[src/rtl/rf_arb_pkg.sv]
// Shared types, default widths and pointer helper for the register-file write arbiter.
// Optional hazard compare is enabled with RF_WRITE_ARBITER_HAZARD_EN.
package rf_arb_pkg;

  localparam int ADDR_W_DEF       = 5;
  localparam int DATA_W_DEF       = 32;
  localparam int DEPTH_DEF        = 4;
  localparam int STARVE_LIMIT_DEF = 8;
  localparam int REG_ZERO         = 0;

  typedef struct packed {
    logic [ADDR_W_DEF-1:0] addr;
    logic [DATA_W_DEF-1:0] data;
  } wr_req_t;

  function automatic int unsigned ptr_next(input int unsigned ptr, input int unsigned depth);
    return (ptr + 1 >= depth) ? 0 : ptr + 1;
  endfunction

endpackage

[src/rtl/rf_write_arbiter_if.sv]
// Valid/ready write-request channel from the secondary (long-latency) unit.
// Used unchanged whether or not RF_WRITE_ARBITER_HAZARD_EN is defined.
interface rf_write_arbiter_if #(
  parameter int ADDRESS_WIDTH = rf_arb_pkg::ADDR_W_DEF,
  parameter int DATA_WIDTH    = rf_arb_pkg::DATA_W_DEF
);
  logic                     valid;
  logic                     ready;
  logic [ADDRESS_WIDTH-1:0] addr;
  logic [DATA_WIDTH-1:0]    data;

  modport master (output valid, output addr, output data, input ready);
  modport slave  (input valid, input addr, input data, output ready);
endinterface

[src/rtl/rf_write_arbiter_fifo.sv]
// Secondary-write FIFO (DEPTH entries, in-order drain); entry vector exported
// only when RF_WRITE_ARBITER_HAZARD_EN is defined.
module rf_wr_fifo
  import rf_arb_pkg::*;
#(
  parameter int DEPTH         = DEPTH_DEF,
  parameter int ADDRESS_WIDTH = ADDR_W_DEF,
  parameter int DATA_WIDTH    = DATA_W_DEF
) (
  input  logic                     clk,
  input  logic                     rst,
  input  logic                     push,
  input  logic                     pop,
  input  logic [ADDRESS_WIDTH-1:0] push_addr,
  input  logic [DATA_WIDTH-1:0]    push_data,
  output logic                     full,
  output logic                     empty,
  output logic [$clog2(DEPTH):0]   count,
  output logic [ADDRESS_WIDTH-1:0] head_addr,
  output logic [DATA_WIDTH-1:0]    head_data
`ifdef RF_WRITE_ARBITER_HAZARD_EN
  ,
  output logic [DEPTH-1:0]                    ent_valid,
  output logic [DEPTH-1:0][ADDRESS_WIDTH-1:0] ent_addr
`endif
);

  localparam int PW = $clog2(DEPTH);
  localparam int CW = PW + 1;

  typedef struct packed {
    logic [ADDRESS_WIDTH-1:0] addr;
    logic [DATA_WIDTH-1:0]    data;
  } entry_t;

  entry_t        mem [DEPTH];
  logic [PW-1:0] wr_ptr;
  logic [PW-1:0] rd_ptr;
  logic          do_push;
  logic          do_pop;

  assign full      = (count == CW'(DEPTH));
  assign empty     = (count == '0);
  assign do_push   = push && !full;
  assign do_pop    = pop && !empty;
  assign head_addr = mem[rd_ptr].addr;
  assign head_data = mem[rd_ptr].data;

  always_ff @(posedge clk) begin
    if (rst) begin
      wr_ptr <= '0;
      rd_ptr <= '0;
      count  <= '0;
    end else begin
      if (do_push) wr_ptr <= PW'(ptr_next(32'(wr_ptr), 32'(DEPTH)));
      if (do_pop)  rd_ptr <= PW'(ptr_next(32'(rd_ptr), 32'(DEPTH)));
      count <= count + CW'(do_push) - CW'(do_pop);
    end
  end

  // Storage carries no reset; validity is derived from the pointers and count.
  always_ff @(posedge clk) begin
    if (do_push) mem[wr_ptr] <= '{addr: push_addr, data: push_data};
  end

`ifdef RF_WRITE_ARBITER_HAZARD_EN
  always_comb begin
    ent_valid = '0;
    ent_addr  = '0;
    for (int i = 0; i < DEPTH; i++) begin
      ent_addr[i]  = mem[i].addr;
      ent_valid[i] = (CW'(PW'(i) - rd_ptr) < count);
    end
  end
`endif

endmodule

[src/rtl/rf_write_arbiter.sv]
// Shares the register-file write port between pipeline writeback (priority) and a
// buffered secondary unit. Optional read-hazard outputs: RF_WRITE_ARBITER_HAZARD_EN.
module rf_write_arbiter
  import rf_arb_pkg::*;
#(
  parameter int ADDRESS_WIDTH = ADDR_W_DEF,
  parameter int DATA_WIDTH    = DATA_W_DEF,
  parameter int DEPTH         = DEPTH_DEF,
  parameter int STARVE_LIMIT  = STARVE_LIMIT_DEF
) (
  input  logic                     clk,
  input  logic                     rst,
  input  logic                     wb_we,
  input  logic [ADDRESS_WIDTH-1:0] wb_addr,
  input  logic [DATA_WIDTH-1:0]    wb_data,
  rf_write_arbiter_if.slave        sec,
  output logic                     stall_req,
  output logic                     we3,
  output logic [ADDRESS_WIDTH-1:0] ad3,
  output logic [DATA_WIDTH-1:0]    wd3,
  output logic [$clog2(DEPTH):0]   pending_cnt
`ifdef RF_WRITE_ARBITER_HAZARD_EN
  ,
  input  logic [ADDRESS_WIDTH-1:0] rd_ad1,
  input  logic [ADDRESS_WIDTH-1:0] rd_ad2,
  output logic                     hazard1,
  output logic                     hazard2
`endif
);

  localparam int CW = $clog2(DEPTH) + 1;
  localparam int SW = $clog2(STARVE_LIMIT + 1);

  logic                     fifo_full;
  logic                     fifo_empty;
  logic [CW-1:0]            fifo_count;
  logic [ADDRESS_WIDTH-1:0] head_addr;
  logic [DATA_WIDTH-1:0]    head_data;
  logic                     wb_active;
  logic                     drain;
  logic                     push;
  logic [SW-1:0]            starve_cnt;
  logic                     stall_flag;
`ifdef RF_WRITE_ARBITER_HAZARD_EN
  logic [DEPTH-1:0]                    ent_valid;
  logic [DEPTH-1:0][ADDRESS_WIDTH-1:0] ent_addr;
`endif

  // A writeback to x0 is treated as an idle port cycle.
  assign wb_active = wb_we && (wb_addr != ADDRESS_WIDTH'(REG_ZERO));
  assign drain     = !rst && !wb_active && !fifo_empty;
  assign sec.ready = !rst && !fifo_full;
  assign push      = sec.valid && sec.ready && (sec.addr != ADDRESS_WIDTH'(REG_ZERO));

  rf_wr_fifo #(
    .DEPTH         (DEPTH),
    .ADDRESS_WIDTH (ADDRESS_WIDTH),
    .DATA_WIDTH    (DATA_WIDTH)
  ) u_fifo (
    .clk       (clk),
    .rst       (rst),
    .push      (push),
    .pop       (drain),
    .push_addr (sec.addr),
    .push_data (sec.data),
    .full      (fifo_full),
    .empty     (fifo_empty),
    .count     (fifo_count),
    .head_addr (head_addr),
    .head_data (head_data)
`ifdef RF_WRITE_ARBITER_HAZARD_EN
    ,
    .ent_valid (ent_valid),
    .ent_addr  (ent_addr)
`endif
  );

  always_comb begin
    we3 = 1'b0;
    ad3 = '0;
    wd3 = '0;
    if (!rst) begin
      if (wb_active) begin
        we3 = 1'b1;
        ad3 = wb_addr;
        wd3 = wb_data;
      end else if (!fifo_empty) begin
        we3 = 1'b1;
        ad3 = head_addr;
        wd3 = head_data;
      end
    end
  end

  assign pending_cnt = rst ? '0 : fifo_count;
  assign stall_req   = stall_flag && !rst;

  // Starvation tracking: the stall request rises one cycle after the head has
  // waited STARVE_LIMIT cycles and falls one cycle after it finally drains.
  always_ff @(posedge clk) begin
    if (rst) begin
      starve_cnt <= '0;
      stall_flag <= 1'b0;
    end else begin
      if (fifo_empty || drain)
        starve_cnt <= '0;
      else if (starve_cnt != SW'(STARVE_LIMIT))
        starve_cnt <= starve_cnt + 1'b1;

      if (drain)
        stall_flag <= 1'b0;
      else if (starve_cnt == SW'(STARVE_LIMIT))
        stall_flag <= 1'b1;
    end
  end

`ifdef RF_WRITE_ARBITER_HAZARD_EN
  always_comb begin
    hazard1 = 1'b0;
    hazard2 = 1'b0;
    if (!rst) begin
      for (int i = 0; i < DEPTH; i++) begin
        if (ent_valid[i] && ent_addr[i] == rd_ad1 && rd_ad1 != ADDRESS_WIDTH'(REG_ZERO))
          hazard1 = 1'b1;
        if (ent_valid[i] && ent_addr[i] == rd_ad2 && rd_ad2 != ADDRESS_WIDTH'(REG_ZERO))
          hazard2 = 1'b1;
      end
    end
  end
`endif

`ifndef SYNTHESIS
  // The pipeline must hold off writeback while a stall is requested.
  stall_violation: assert property (@(posedge clk) disable iff (rst) !(stall_flag && wb_we));
`endif

endmodule

[src/flat_wrapper.sv]
// flat-port wrapper written by rule: the top's interface ports become plain ports
module rf_write_arbiter_flat import rf_arb_pkg::*;
#(
  parameter int ADDRESS_WIDTH = ADDR_W_DEF,
  parameter int DATA_WIDTH    = DATA_W_DEF,
  parameter int DEPTH         = DEPTH_DEF,
  parameter int STARVE_LIMIT  = STARVE_LIMIT_DEF
)
  (clk, rst, wb_we, wb_addr, wb_data, stall_req, we3, ad3, wd3, pending_cnt, sec_valid, sec_addr, sec_data, sec_ready);
  rf_write_arbiter_if #(.ADDRESS_WIDTH(ADDRESS_WIDTH), .DATA_WIDTH(DATA_WIDTH)) sec_i ();
  input  logic clk;
  input  logic rst;
  input  logic wb_we;
  input  logic [ADDRESS_WIDTH-1:0] wb_addr;
  input  logic [DATA_WIDTH-1:0] wb_data;
  output logic stall_req;
  output logic we3;
  output logic [ADDRESS_WIDTH-1:0] ad3;
  output logic [DATA_WIDTH-1:0] wd3;
  output logic [$clog2(DEPTH):0] pending_cnt;
  input wire logic [$bits(sec_i.valid)-1:0] sec_valid;
  input wire logic [$bits(sec_i.addr)-1:0] sec_addr;
  input wire logic [$bits(sec_i.data)-1:0] sec_data;
  output wire logic [$bits(sec_i.ready)-1:0] sec_ready;
  assign sec_i.valid = sec_valid;
  assign sec_i.addr = sec_addr;
  assign sec_i.data = sec_data;
  assign sec_ready = sec_i.ready;
  rf_write_arbiter #(.ADDRESS_WIDTH(ADDRESS_WIDTH), .DATA_WIDTH(DATA_WIDTH), .DEPTH(DEPTH), .STARVE_LIMIT(STARVE_LIMIT)) u_core (.clk(clk), .rst(rst), .wb_we(wb_we), .wb_addr(wb_addr), .wb_data(wb_data), .sec(sec_i), .stall_req(stall_req), .we3(we3), .ad3(ad3), .wd3(wd3), .pending_cnt(pending_cnt));
endmodule
[config.mk]
export PLATFORM = sky130hd
export DESIGN_NAME = rf_write_arbiter_flat
export DESIGN_NICKNAME = d
export VERILOG_FILES = /design/src/rtl/rf_arb_pkg.sv /design/src/rtl/rf_write_arbiter_if.sv /design/src/rtl/rf_write_arbiter_fifo.sv /design/src/rtl/rf_write_arbiter.sv /design/src/flat_wrapper.sv
export SDC_FILE = /design/constraint.sdc
export NUM_CORES = 1
export LEC_CHECK = 0
export BUFFER_PORTS_ARGS = -buffer_cell sky130_fd_sc_hd__buf_2
export CAP_MARGIN = 20
export CORE_UTILIZATION = 59
export CTS_BUF_LIST = sky130_fd_sc_hd__clkbuf_4 sky130_fd_sc_hd__clkbuf_8
export DETAILED_ROUTE_END_ITERATION = 8
export GPL_TIMING_DRIVEN = 1
export PLACE_DENSITY = 0.85
export SYNTH_ARGS = -nofsm -noshare
export SYNTH_HDL_FRONTEND = slang
export SYNTH_HIERARCHICAL = 1
export SYNTH_SLANG_ARGS = --single-unit
[constraint.sdc]
create_clock -name clk -period 3.4 [get_ports clk]
set_clock_uncertainty 0.1 [all_clocks]
set_input_delay 0.17 -clock clk [delete_from_list [all_inputs] [get_ports clk]]
set_output_delay 0.17 -clock clk [all_outputs]
set_load 0.01 [all_outputs]
==> results.cfg <==
[timing]
setup-violations-final = 0
fin_crit_sh_pct = 87.6
grt_setup_unrepaired = false
max_freq_mhz = 336
fin_setup_tns_ns = 0
period_needed_ns = 2.98
slew_violations = 0
worst_slew_pin_slew_ns = 1.01
hold_violations = 0
maxSlewHeadroom_pct = 32.4

[yosys]
syn_area_per_cell_sq_um = 15.1
ys_seq_area_share_pct = 61.5
synth.mux.area_fraction_pct = 11.1
synth_top_area_cell = edfxtp_1
yosysUniqueCellTypes = 44
synth_seq_cells = 162
synth-compound-area-share_pct = 14.1
synth_fa_ha_area_share_pct = 1.73
synth_enable_flop_cells = 148
synth_xor_area_share_pct = 0.570
async_flop_share_pct = 0
yosys.area.top_type_share_pct = 57.9
syn-num-nets = 595
synth-main-ff-cell = edfxtp_1
synth_top_family_by_area = compound AO/OA/AOI/OAI gates
synth_warnings = 6
synth-simple-area-share_pct = 6.55
synth_area_leaders = edfxtp_1 (58%), mux4_2 (11%), o311a_1 (4.2%)
syn_inst = 507
syn_area_sq_um = 7680

[global_route]
grt-ovfl-total = 0
grt_pass1_wl_um = 28600
grt.busiest_layer = met2
grt_max_degree = 105
grt_pass1_vias = 5367
antenna_found_initial = 0
use_met2_pct = 47.5
use_met1_pct = 38.8
grtUsageTotal_pct = 29.4
met3_usage_pct = 6.90

[finish]
final_nets = 735
postLayoutCellArea_sq_um = 9130
area_delta_synth_final_pct = 19.0
layout-drive-gt1-share_pct = 33.5
antenna_cells = 0
utilization_pct = 72.1
fillerInstances = 795

[power]
vdd_drop_max_mv = 0.481
p_leak_uw = 0.00314
power_density_nw_per_um2 = 528

[clocking]
cts_tree = yes
cts_buffer_depth = 2
clk_latency_ns = 0.45
root_buffer = clkbuf_8
htree_levels = 4
cts_buffers = 17
cts.sinks = 162
clk_pin_slew_ns = 0.08

[hold_path]
hold_path_class = input pin to flop

[detailed_routing]
finalWirelength_um = 18500
drtAntennaViolNets = 0
drt_iter0_markers = 648
avgRoutedWirePerCell_um = 22.3
vias = 5599
drc = 0
drt-vias-per-instance = 6.73
dr.pass1.iters = 5

[job]
cap_violations = 0

[worst_setup_path]
cp.required_ns = 3.62
path_common_cell = inv_1
path_delay_family = adder cells
crit_type = flop to flop
slowest_delay_ns = 0.44
critical_path_buf_inv_count = 4
end_kind = flop
start_kind = flop
cp_data_arrival_time_ns = 3.20
crit_chain = or3b_1, inv_1, nor2_1, nand2_1, a21oi_1, buf_4, and2_4, inv_1, ha_1, inv_1, ha_1, fa_1, xnor2_1, xnor2_1, nor2_1
path_max_fanout = 9
cpMaxStageDelayCell = dfxtp_1

[floorplanning]
placementRows = 41
dieArea_sq_um = 13500
core-area_sq_um = 12700
start_util_pct = 60.6
io_pins = 121
die_width_um = 116
die_y_um = 116

[outcome]
status = complete, no violations

[placement]
place.gp.congestion = 0.741
placed_cell_area_sq_um = 8370
dp_hpwl_um = 11400
io_buffers = 120
==> worst paths after layout <==
path / startpoint / endpoint / slack, ns / cells after the start
setup / recovery: u_core/u_fifo/count[1]$_SDFF_PP0_ / u_core/u_fifo/count[2]$_SDFF_PP0_ / 0.42 / 15
hold / removal: sec_valid / u_core/u_fifo/wr_ptr[0]$_SDFFE_PP0P_ / 0.15 / 6
setup reg to reg: u_core/u_fifo/count[1]$_SDFF_PP0_ / u_core/u_fifo/count[2]$_SDFF_PP0_ / 0.42 / 15
hold reg to reg: u_core/u_fifo/rd_ptr[0]$_SDFFE_PP0N_ / flop / 0.40 / 2
==> metal layers <==
metal,wire length (um),share of wire (%)
met5,0,0
met4,367,2.0
met3,1830,9.9
met2,9230,50
met1,7120,38
==> cells in the mapped netlist (6+ instances only) <==
cell type / n
nor3b_1: 32
nor2_1: 11
o311a_1: 32
edfxtp_1: 148
a21oi_1: 38
a31oi_1: 32
dfxtp_1: 14
ha_1: 9
mux4_2: 37
nor2b_1: 6
inv_1: 10
clkbuf_1: 20
buf_2: 25
a41oi_1: 32
==> metrics by stage <==
stage	total power [uW]	worst slack [ns]	hold WS [ns]	cells
4_1_cts	4810	0.458	0.122	832
5_1_grt	5000	0.230	0.151	832
3_5_place_dp	3440	0.485	0.287	763
6_report	4820	0.420	0.148	832
3_3_place_gp	3370	0.649	0.282	763
2_1_floorplan	3070	0.540	0.139	507
==> flip-flops by register name (all words and copies together) (netlist names), named ones only <==
name                  count
u_core/u_fifo/mem       148
u_core/u_fifo/count       3
u_core/stall_flag         1
u_core/u_fifo/rd_ptr      2
u_core/u_fifo/wr_ptr      2
u_core/starve_cnt         4
==> repair_timing <==
item                                    4_1_cts  5_1_grt
endpoints found under the hold margin       148        0
buffers inserted                              0        0
endpoints found under the setup margin        0        0
hold buffers                                 37        0
gates resized for setup                       0        0
==> worst reg2reg max path, delay by kind of cell (launching register included) <==
kind / cells / cell delay, ns
AND/OR/NAND/NOR: 5 / 0.70
XOR/XNOR: 2 / 0.36
flip-flops: 1 / 0.44
AO/OA/AOI/OAI: 1 / 0.11
adder cells (fa/ha/maj): 3 / 0.83
buffers and inverters: 4 / 0.31
==> layout by cell type, fill, tap and decap left out, types with 3 or more instances in the layout <==
cell and n:
a41oi_1 32, a21oi_1 38, nand2_1 5, dfxtp_1 12, nand3b_1 3, nor2b_1 6, mux4_2 37, a31oi_1 32
clkbuf_8 17, xnor2_1 4, clkinvlp_4 4, buf_2 119, nor2_1 10, inv_6 5, nand3_1 3, nor3b_1 32
dlygate4sd3_1 37, nor3_1 4, edfxtp_1 148, and3_2 4, ha_1 9, o311a_1 32, inv_1 10, buf_4 20
o21ai_0 3
==> cells by family (layout without fill, tap and decap cells) <==
group           count (synthesis)  count (layout)
flops                         162             162
fa+ha+maj                      10              10
compound gates                146             146
simple gates                   78              78
buf+inv                        67             220
xor+xnor                        5               5
mux                            39              39
==> area by class of cell <==
| class | count | area (sq um) | share of cell area (%) |
|---|---|---|---|
| flip-flops and latches | 162 | 4730 | 51.8 |
| multi-input cells | 278 | 2620 | 28.7 |
| repair buffers | 177 | 1140 | 12.4 |
| clock buffers | 17 | 234 | 2.56 |
| well taps | 172 | 215 | 2.36 |
| clock inverters | 15 | 156 | 1.71 |
| inverters | 11 | 41.3 | 0.452 |
==> where the power goes <==
part	leakage, uW	total (uW)	internal, uW	switching (uW)
registers	0.00146	2330	2280	42.6
clock network	0.000187	1370	658	708
logic	0.00150	1120	434	691
Power figures use the tool's default switching activity.
